<file path="config.mk">
export PLATFORM = sky130hd
export DESIGN_NAME = position_stepper
export DESIGN_NICKNAME = d
export VERILOG_FILES = /design/src/rtl/position_stepper.sv
export SDC_FILE = /design/constraint.sdc
export NUM_CORES = 1
export LEC_CHECK = 0
export BUFFER_PORTS_ARGS = -buffer_cell sky130_fd_sc_hd__buf_4
export CORE_ASPECT_RATIO = 0.5
export CORE_UTILIZATION = 35
export DETAILED_ROUTE_END_ITERATION = 7
export PLACE_DENSITY_LB_ADDON = 0.1
export SLEW_MARGIN = 40
export SYNTH_ARGS = -nofsm -noshare
export SYNTH_HDL_FRONTEND = slang
export SYNTH_SLANG_ARGS = --single-unit
</file>
<file path="constraint.sdc">
create_clock -name clk -period 4 [get_ports clk]
set_input_delay 0.6 -clock clk [delete_from_list [all_inputs] [get_ports clk]]
set_output_delay 0.6 -clock clk [all_outputs]
set_load 0.01 [all_outputs]
</file>
<file path="src/rtl/position_stepper.sv">
// position_stepper
//   Advances one sprite's (x, y) position once per frame tick by a
//   fixed-point speed, in a one-hot direction. A turn request is buffered
//   until the maze reports that direction as legal. Horizontal motion
//   either wraps through a tunnel or clamps at the screen edges. Vertical
//   motion always clamps.
//
// Handshake: no valid/ready pairs. tick and load are single-cycle strobes
//   sampled on the rising clock edge. req_dir counts as a request only when
//   exactly one bit is set. legal_moves is a level input that is read on
//   every tick.
//
// Ports
//   clk, rst            clock, synchronous active-high reset
//   tick                frame update strobe
//   load, load_x/y      force the position (respawn); takes priority over tick
//   req_dir             requested direction, one-hot {down, up, right, left}
//   legal_moves         legal directions at the current position, same order
//   speed               pixels per tick, FRAC_W fractional bits
//   xpos, ypos          registered position
//   cur_dir             direction being travelled (one-hot or 0)
//   moving              high while the internal state is MOVING
//   wrapped             one-cycle pulse when a tunnel wrap happens
module position_stepper #(
    parameter int COORD_W = 10,
    parameter int SPEED_W = 8,
    parameter int FRAC_W  = 4,
    parameter int X_MIN   = 0,
    parameter int X_MAX   = 639,
    parameter int Y_MIN   = 0,
    parameter int Y_MAX   = 479,
    parameter int X_START = 320,
    parameter int Y_START = 240,
    parameter int WRAP_X  = 1
) (
    input  logic               clk,
    input  logic               rst,
    input  logic               tick,
    input  logic               load,
    input  logic [COORD_W-1:0] load_x,
    input  logic [COORD_W-1:0] load_y,
    input  logic [3:0]         req_dir,
    input  logic [3:0]         legal_moves,
    input  logic [SPEED_W-1:0] speed,
    output logic [COORD_W-1:0] xpos,
    output logic [COORD_W-1:0] ypos,
    output logic [3:0]         cur_dir,
    output logic               moving,
    output logic               wrapped
);

    typedef enum logic [1:0] {IDLE, MOVING, BLOCKED} state_t;

    localparam int STEP_W = SPEED_W + 1 - FRAC_W;
    // Two extra bits: one sign bit and one bit of headroom. The headroom
    // covers a position loaded out of range plus a full step.
    localparam int PW = COORD_W + 2;

    localparam logic signed [PW-1:0] X_LO   = PW'(X_MIN);
    localparam logic signed [PW-1:0] X_HI   = PW'(X_MAX);
    localparam logic signed [PW-1:0] Y_LO   = PW'(Y_MIN);
    localparam logic signed [PW-1:0] Y_HI   = PW'(Y_MAX);
    localparam logic signed [PW-1:0] X_SPAN = PW'(X_MAX - X_MIN + 1);

    state_t             state;
    logic [FRAC_W-1:0]  acc;
    logic [3:0]         pending;

    logic               req_valid;
    logic [3:0]         eff_pending;
    logic [3:0]         move_dir;
    logic               take_pending;
    logic [SPEED_W:0]   sum;
    logic [STEP_W-1:0]  step;
    logic signed [PW-1:0] step_s, x_cur, y_cur, x_next, y_next;
    logic               wrap_hit;

    // Exactly one bit set.
    assign req_valid = (req_dir != 4'd0) && ((req_dir & (req_dir - 4'd1)) == 4'd0);

    // moving is decoded directly from the state register.
    assign moving = (state == MOVING);

    always_comb begin
        eff_pending  = req_valid ? req_dir : pending;
        sum          = (SPEED_W+1)'(acc) + (SPEED_W+1)'(speed);
        step         = sum[SPEED_W:FRAC_W];
        step_s       = PW'(step);
        x_cur        = PW'(xpos);
        y_cur        = PW'(ypos);
        take_pending = 1'b0;
        move_dir     = 4'd0;
        wrap_hit     = 1'b0;

        // A legal pending turn beats continuing straight.
        if ((eff_pending & legal_moves) != 4'd0) begin
            move_dir     = eff_pending;
            take_pending = 1'b1;
        end else if ((cur_dir & legal_moves) != 4'd0) begin
            move_dir = cur_dir;
        end

        x_next = x_cur;
        y_next = y_cur;
        case (move_dir)
            4'b0001: begin
                x_next = x_cur - step_s;
                if (x_next < X_LO) begin
                    if (WRAP_X != 0) begin
                        x_next   = x_next + X_SPAN;
                        wrap_hit = 1'b1;
                    end else begin
                        x_next = X_LO;
                    end
                end else if (WRAP_X == 0 && x_next > X_HI) begin
                    x_next = X_HI;
                end
            end
            4'b0010: begin
                x_next = x_cur + step_s;
                if (x_next > X_HI) begin
                    if (WRAP_X != 0) begin
                        x_next   = x_next - X_SPAN;
                        wrap_hit = 1'b1;
                    end else begin
                        x_next = X_HI;
                    end
                end else if (WRAP_X == 0 && x_next < X_LO) begin
                    x_next = X_LO;
                end
            end
            4'b0100: begin
                y_next = y_cur - step_s;
                if (y_next < Y_LO)      y_next = Y_LO;
                else if (y_next > Y_HI) y_next = Y_HI;
            end
            4'b1000: begin
                y_next = y_cur + step_s;
                if (y_next > Y_HI)      y_next = Y_HI;
                else if (y_next < Y_LO) y_next = Y_LO;
            end
            default: ;
        endcase
    end

    always_ff @(posedge clk) begin
        if (rst) begin
            xpos    <= COORD_W'(X_START);
            ypos    <= COORD_W'(Y_START);
            cur_dir <= 4'd0;
            pending <= 4'd0;
            acc     <= '0;
            wrapped <= 1'b0;
            state   <= IDLE;
        end else if (load) begin
            xpos    <= load_x;
            ypos    <= load_y;
            cur_dir <= 4'd0;
            pending <= 4'd0;
            acc     <= '0;
            wrapped <= 1'b0;
            state   <= IDLE;
        end else begin
            wrapped <= 1'b0;
            if (req_valid) pending <= req_dir;
            if (tick) begin
                if (move_dir != 4'd0) begin
                    acc     <= sum[FRAC_W-1:0];
                    xpos    <= COORD_W'(x_next);
                    ypos    <= COORD_W'(y_next);
                    wrapped <= wrap_hit;
                    state   <= MOVING;
                    if (take_pending) begin
                        cur_dir <= eff_pending;
                        pending <= 4'd0;
                    end
                end else begin
                    // Blocked: drop the sub-pixel remainder. A sprite that
                    // has never moved stays IDLE.
                    acc   <= '0;
                    state <= (cur_dir != 4'd0) ? BLOCKED : IDLE;
                end
            end
        end
    end

endmodule

</file>
==> metrics.md, run 1 <==
| Metric | Value |
|---|---|
| Status | `finished, violations left` |
| Failing checks | `negative setup slack` |
| Clock Skews | `0.00721 ns` |
| Remaining Overflow, GRT | `0` |
| DRC viols | `0` |
| TritonCTS buffer count | `5` |
| Max_slew headroom | `0.581` |
| Final instance area | `5680 um2` |
| Pins Over Slew Limit | `0` |
| Avg Cell Area, Syn | `7.80 um2` |
| Die X | `150 um` |
| Primary FF master, synth | `dfxtp_1` |
| EDFF count, synth | `0` |
| Arrival time of the worst setup path | `4.22 ns` |
| Area delta synth->final | `48.6%` |
| Clk pin slew, worst setup/hold paths | `0.06 ns` |
| Final Hold Fails | `0` |
| GRT Total Usage | `0.219` |
| Drt via density | `5.42` |
| Hold WS | `between 0.4 and 0.5 ns` |
| Worst hold path startpoint | `state[0]$_SDFFE_PP0P_` |
| DRT iter0 DRCs | `145` |
| HPWL after DPL | `9.13 mm` |
| Antenna Cells | `0` |
| Total power | `approximately 0.0014 W` |
| WP buf/inv | `4` |
| Final core occ | `0.546` |
| Peak supply drop | `129 uV` |
| Initial antenna violation count | `0` |
| Commonest non-fill, non-tap cells in the layout | `buf_4 (146), nor2_1 (43), nand2_1 (37), dfxtp_1 (34), a21oi_1 (24)` |
| Critical path cell sequence | `buf_6, ha_4, fa_2, a21o_1, a21oi_4, buf_6, nor2_4, xor2_4, ha_4, inv_2, nor4b_4, or3_4, nand3_4, xor2_4, buf_4, ha_1, a41o_1, a32oi_2, o221a_2, o311ai_2` |
| Period utilization | `1.02` |
| Area after DPL | `4960 um2` |
| Worst Setup SP | `speed[0]` |
| Die Ht | `about 76 um` |
| Post-synth cell types | `79` |
| Reg-to-Reg Start | `acc[0]$_SDFFE_PP0P_` |
| CP required | `4.14 ns` |
| CP startpoint kind | `primary input` |
| Total Wirelength | `12.8 mm` |
| Max-capacitance violation count | `0` |
| Clk sinks | `35` |
| Most common cell after layout, fill and taps aside | `buf_4` |
| Delay-heaviest family, CP | `compound AO/OA/AOI/OAI gates` |
| Share of cells above drive strength 1 | `0.401` |
| Post-synthesis async set-or-reset flop share | `0` |
| Cell Pwr Density | `242 nW/um2` |
| Final WS setup | `-0.0875 ns` |
| Final Net Count | `698` |
| Htree depth | `2` |
| Peak Freq | `245 MHz` |
| Total core area | `10400 um2` |
| I/O Pins | `66` |
| First-pass iteration count of the detailed router | `4` |
| CP Class | `in2reg` |
| Sequential share of the synthesized area | `0.183` |
| First-pass GRT wire length | `19.1 mm` |
| Post-Route Setup TNS | `-0.113 ns` |
| Largest net degree at the start of global routing | `24` |
| Max clock buf depth | `2` |
| Vias | `4148` |
| CP max stage delay | `~0.34 ns` |
| Initial Util | `0.367` |
| Routability cong. | `0.888` |
| Hold buffers post-CTS | `0` |
| Clk Latency, worst-skew pair | `0.29 ns` |
| Cell area after synthesis | `3820 um2` |
| Cell count after synthesis | `490` |
| DRT antenna net count | `0` |
| CTS tree | `done` |
| Post-Syn Nets | `563` |
| WL/cell | `16.6 um` |
| I/O Buffers | `65` |
| Number of global-route vias before repair | `3652` |
| Cell at the slowest stage of the critical path | `fa_2` |
| Std cell rows | `26` |
| Final min period | `4.09 ns` |
| Critical Path End Type | `register` |
| CP max FO | `4` |
| Worst min path class | `reg2reg` |
| Leak | `2.37 nW` |
| Root cell of the clock tree | `clkbuf_16` |
| Final setup vio count | `2` |
| Yosys warns | `0` |
| Unrepaired setup endpoints after global routing | `true` |
| Slew of the pin with the lowest slew margin | `0.625 ns` |
| Seq cells post-synth | `35` |
| Die area | `about 11000 um2` |
-- kinds of logic (layout without fill, tap and decap cells) --
logic type,Yosys count,in the layout,share of synthesized area
fa+ha+maj,34,34,0.120
simple gates,183,183,0.252
buf+inv,48,184,0.0563
compound gates,151,151,0.290
xor+xnor,26,26,0.0596
mux,13,13,0.0377
flops,35,35,0.183
-- routing by layer --
layer | global-route usage | vias to the layer above | part of all wire
li1 | - | 2096 | -
met1 | 0.312 | 1960 | 0.49
met2 | 0.359 | 81 | 0.47
met3 | 0.0287 | 11 | 0.040
met4 | 0.0393 | 0 | 0.0064
met5 | 0 | - | 0
-- where the power goes --
part           internal, W  total (W)  switching [W]
registers         0.000364   0.000402      0.0000379
logic             0.000255   0.000503       0.000248
clock network     0.000310   0.000471       0.000161
-- flip-flops by register name (all words and copies together) (netlist names) --
signal,flops
xpos,10
ypos,10
acc,4
cur_dir,4
pending,4
state,2
wrapped,1
-- tightest hold or removal path: cells and delay by family (launching register included) --
kind	cells	cell delay [ns]
DFF	1	0.30
and+or+nand+nor	1	0.08
AOI/OAI and AO/OA	1	0.04
-- cell type report --
| class | count | area [um2] |
|---|---|---|
| Clock buffer | 6 | 139 |
| Clock inverter | 2 | 35.0 |
| Sequential cell | 35 | 702 |
| Multi-Input combinational cell | 407 | 3360 |
| Inverter | 23 | 88.8 |
| Tap cell | 140 | 175 |
| Timing Repair Buffer | 153 | 1180 |
| Fill cell | 957 | 4730 |
-- metrics by stage --
stage,setup WS (ns),cells
after floorplan,-0.0241,490
after global placement,-0.503,739
after detailed placement,-0.491,739
after CTS,0.00162,754
after global routing,-0.164,766
final,-0.0875,766
-- cells in the mapped netlist (4+ instances only) --
master     n  share of area
nor3_1    14          0.018
clkbuf_1  18          0.018
o211ai_1   7          0.014
nor3b_1    5         0.0098
a21o_1     6          0.012
o31ai_1    4         0.0079
nand3_1   18          0.024
inv_1     21          0.021
ha_1      28          0.092
a211oi_1   5         0.0098
o221ai_1   4         0.0092
and3_1     6         0.0098
mux2i_1   10          0.026
nand4_1    5         0.0082
dfxtp_1   35           0.18
xnor2_1   15          0.034
a311oi_1   8          0.018
o21ai_0   26          0.034
xor2_1    11          0.025
nor2b_1    8          0.013
or2_2      4         0.0065
o21ai_1    9          0.012
nand2b_1  13          0.021
a31oi_1    5         0.0082
nand2_1   39          0.038
a21oi_1   30          0.039
o21a_1     5         0.0098
nor2_1    45          0.044
fa_1       5          0.026
-- path summary, 6_finish.rpt --
check                                to  depth (start not counted)  slack, ns
setup reg to reg   xpos[8]$_SDFFE_PP1P_                         19      -0.01
hold reg to reg   state[0]$_SDFFE_PP0P_                          2       0.47
hold / removal    state[0]$_SDFFE_PP0P_                          2       0.47
setup / recovery   xpos[8]$_SDFFE_PP1P_                         20      -0.09
-- repair_timing --
action | 4_1_cts | 5_1_grt
setup buffers | 7 | 13
setup endpoints to repair | 10 | 13
gates resized for setup | 12 | 70
pin swaps | 12 | 35
Power figures use the tool's default switching activity.
==> run 2, diff against run 1 <==
CELL_PAD_IN_SITES_DETAIL_PLACEMENT = 1   (was unset)
CELL_PAD_IN_SITES_GLOBAL_PLACEMENT = 1   (was unset)
CTS_CLUSTER_SIZE = 20   (was unset)
==> run 2 against run 1 <==
Compared with the run above:
- the flow still finishes with violations (negative setup slack)
- die area unchanged
- first-iteration DRC count increased by 22%
- via count increased by 3.9%
- cell count increased by 0.26%
- final area decreased by 1.3%
- worst setup slack got worse by 0.084 ns
- largest power group unchanged
==> metrics.md, run 2 (same netlist as run 1, synthesis figures left out) <==
| Metric | Value |
|---|---|
| Final Hold Fails | `0` |
| FF-to-FF setup slack | `-0.13 ns` |
| WL/cell | `18.9 um` |
| CTS tree | `done` |
| WP buf/inv | `3` |
| DRC viols | `0` |
| HPWL after DPL | `10.1 mm` |
| Hold path cells | `2` |
| Die X | `between 100 and 150 um` |
| CP max stage delay | `0.42 ns` |
| Remaining Overflow, GRT | `0` |
| Total core area | `between 10000 and 15000 um2` |
| Reg-to-Reg Start | `acc[1]$_SDFFE_PP0P_` |
| Worst hold path startpoint | `state[0]$_SDFFE_PP0P_` |
| Final min period | `4.17 ns` |
| Peak supply drop | `150 uV` |
| DRT antenna net count | `0` |
| Total Wirelength | `~14 mm` |
| Status | `finished, violations left` |
| Hold buffers post-CTS | `0` |
| Share of cells above drive strength 1 | `0.389` |
| Routability cong. | `0.884` |
| Initial antenna violation count | `0` |
| Most common cell after layout, fill and taps aside | `buf_4` |
| Critical path's most frequent cell | `ha_4` |
| Largest net degree at the start of global routing | `24` |
| Leak | `approximately 2.4 nW` |
| Vias | `approximately 4300` |
| Worst R2R Path Depth | `18` |
| Commonest non-fill, non-tap cells in the layout | `buf_4 (152), nor2_1 (44), nand2_1 (36), dfxtp_1 (35), a21oi_1 (27)` |
| Final setup vio count | `4` |
| Max clock buf depth | `2` |
| Hold Path Sink | `state[0]$_SDFFE_PP0P_` |
| CP max FO | `4` |
| Critical path cell sequence | `buf_6, ha_4, buf_4, a21o_1, a21oi_2, nor2b_2, o2111a_1, xor2_2, ha_4, a21oi_4, nor2_2, or3_4, nand3_4, xor2_4, ha_2, inv_2, a41o_1, a32oi_2, o221a_2, o311ai_1` |
| First-pass GRT wire length | `21.2 mm` |
| Final instance area | `between 5000 and 6000 um2` |
| Final Net Count | `700` |
| RR Endpoint | `xpos[8]$_SDFFE_PP1P_` |
| Clk Latency, worst-skew pair | `0.29 ns` |
| Unrepaired setup endpoints after global routing | `true` |
| Worst min path class | `reg2reg` |
| Std cell rows | `26` |
| TritonCTS buffer count | `5` |
| Hold WS | `0.476 ns` |
| I/O Buffers | `65` |
| Clk sinks | `35` |
| CP startpoint kind | `primary input` |
| Final WS setup | `-0.171 ns` |
| Htree depth | `2` |
| Peak Freq | `roughly 240 MHz` |
| Final core occ | `0.538` |
| Die area | `11400 um2` |
| Period utilization | `1.04` |
| CP required | `4.14 ns` |
| GRT Total Usage | `0.243` |
| DRT iter0 DRCs | `177` |
| Slew of the pin with the lowest slew margin | `0.764 ns` |
| Clk pin slew, worst setup/hold paths | `0.06 ns` |
| First-pass iteration count of the detailed router | `4` |
| Max_slew headroom | `0.491` |
| Delay-heaviest family, CP | `compound AO/OA/AOI/OAI gates` |
| I/O Pins | `66` |
| Biggest regs | `xpos (10), ypos (10)` |
| Arrival time of the worst setup path | `4.31 ns` |
| Failing checks | `negative setup slack` |
| Antenna Cells | `0` |
| Area after DPL | `4990 um2` |
| Max-capacitance violation count | `0` |
| Cell at the slowest stage of the critical path | `or3_4` |
| Cell Pwr Density | `~250 nW/um2` |
| Area delta synth->final | `46.6%` |
| Die Ht | `75.9 um` |
| Critical Path End Type | `register` |
| CP Class | `in2reg` |
| Number of global-route vias before repair | `4128` |
| Initial Util | `0.367` |
| Pins Over Slew Limit | `0` |
| Drt via density | `5.61` |
| Root cell of the clock tree | `clkbuf_16` |
| Clock Skews | `0.00377 ns` |
-- run 2: worst min-delay path, delay by kind of cell, from the launching register on --
family          cells  cell delay (ns)
simple gates        1             0.08
flops               1             0.30
compound gates      1             0.05
-- run 2: cell type report --
cell class	count	area [um2]
flip-flops and latches	35	701
inverters	23	91.3
multi-input cells	407	3290
well taps	140	175
clock inverters	2	35.0
repair buffers	155	1170
clock buffers	6	139
fillers	1257	4810
-- run 2: per-layer routing --
layer	routed length, um	share of wire	track usage
met3	513	0.035	0.0311
met1	6680	0.46	0.327
met2	7030	0.49	0.420
met4	257	0.018	0.0584
met5	0	0	0
-- run 2: worst max-delay path by stage --
stage | startpoint | to | slack, ns | cells past startpoint
after floorplan | speed[0] | xpos[8]$_SDFFE_PP1P_ | -0.02 | 17
final | speed[0] | xpos[8]$_SDFFE_PP1P_ | -0.17 | 20
after detailed placement | speed[0] | ypos[0]$_SDFFE_PP0P_ | -0.51 | 18
after CTS | speed[0] | xpos[8]$_SDFFE_PP1P_ | -0.08 | 18
after global routing | speed[0] | xpos[9]$_SDFFE_PP0P_ | -0.31 | 23
after global placement | speed[1] | xpos[8]$_SDFFE_PP1P_ | -0.47 | 19
-- run 2: what timing repair did --
action                                  in CTS  in global routing
resized for setup                           16                 46
buffers inserted                             7                 10
pin swaps                                   13                 25
cloned                                       0                  0
endpoints found under the hold margin        0                  0
endpoints found under the setup margin      11                 13
-- run 2: report_power, final --
part | internal, W | switching (W)
clock | 0.000310 | 0.000167
sequential | 0.000364 | 0.0000372
combinational | 0.000254 | 0.000263
-- run 2: metrics by stage --
| step | cells | setup TNS [ns] | power (W) | setup WS, ns |
|---|---|---|---|---|
| 3_3_place_gp | 743 | -3.52 | 0.000837 | -0.471 |
| 6_report | 768 | -0.502 | 0.00140 | -0.171 |
| 4_1_cts | 758 | -0.181 | 0.00134 | -0.0770 |
| 3_5_place_dp | 743 | -5.11 | 0.000846 | -0.511 |
| 5_1_grt | 768 | -1.21 | 0.00146 | -0.309 |
| 2_1_floorplan | 490 | -0.0327 | 0.000648 | -0.0241 |
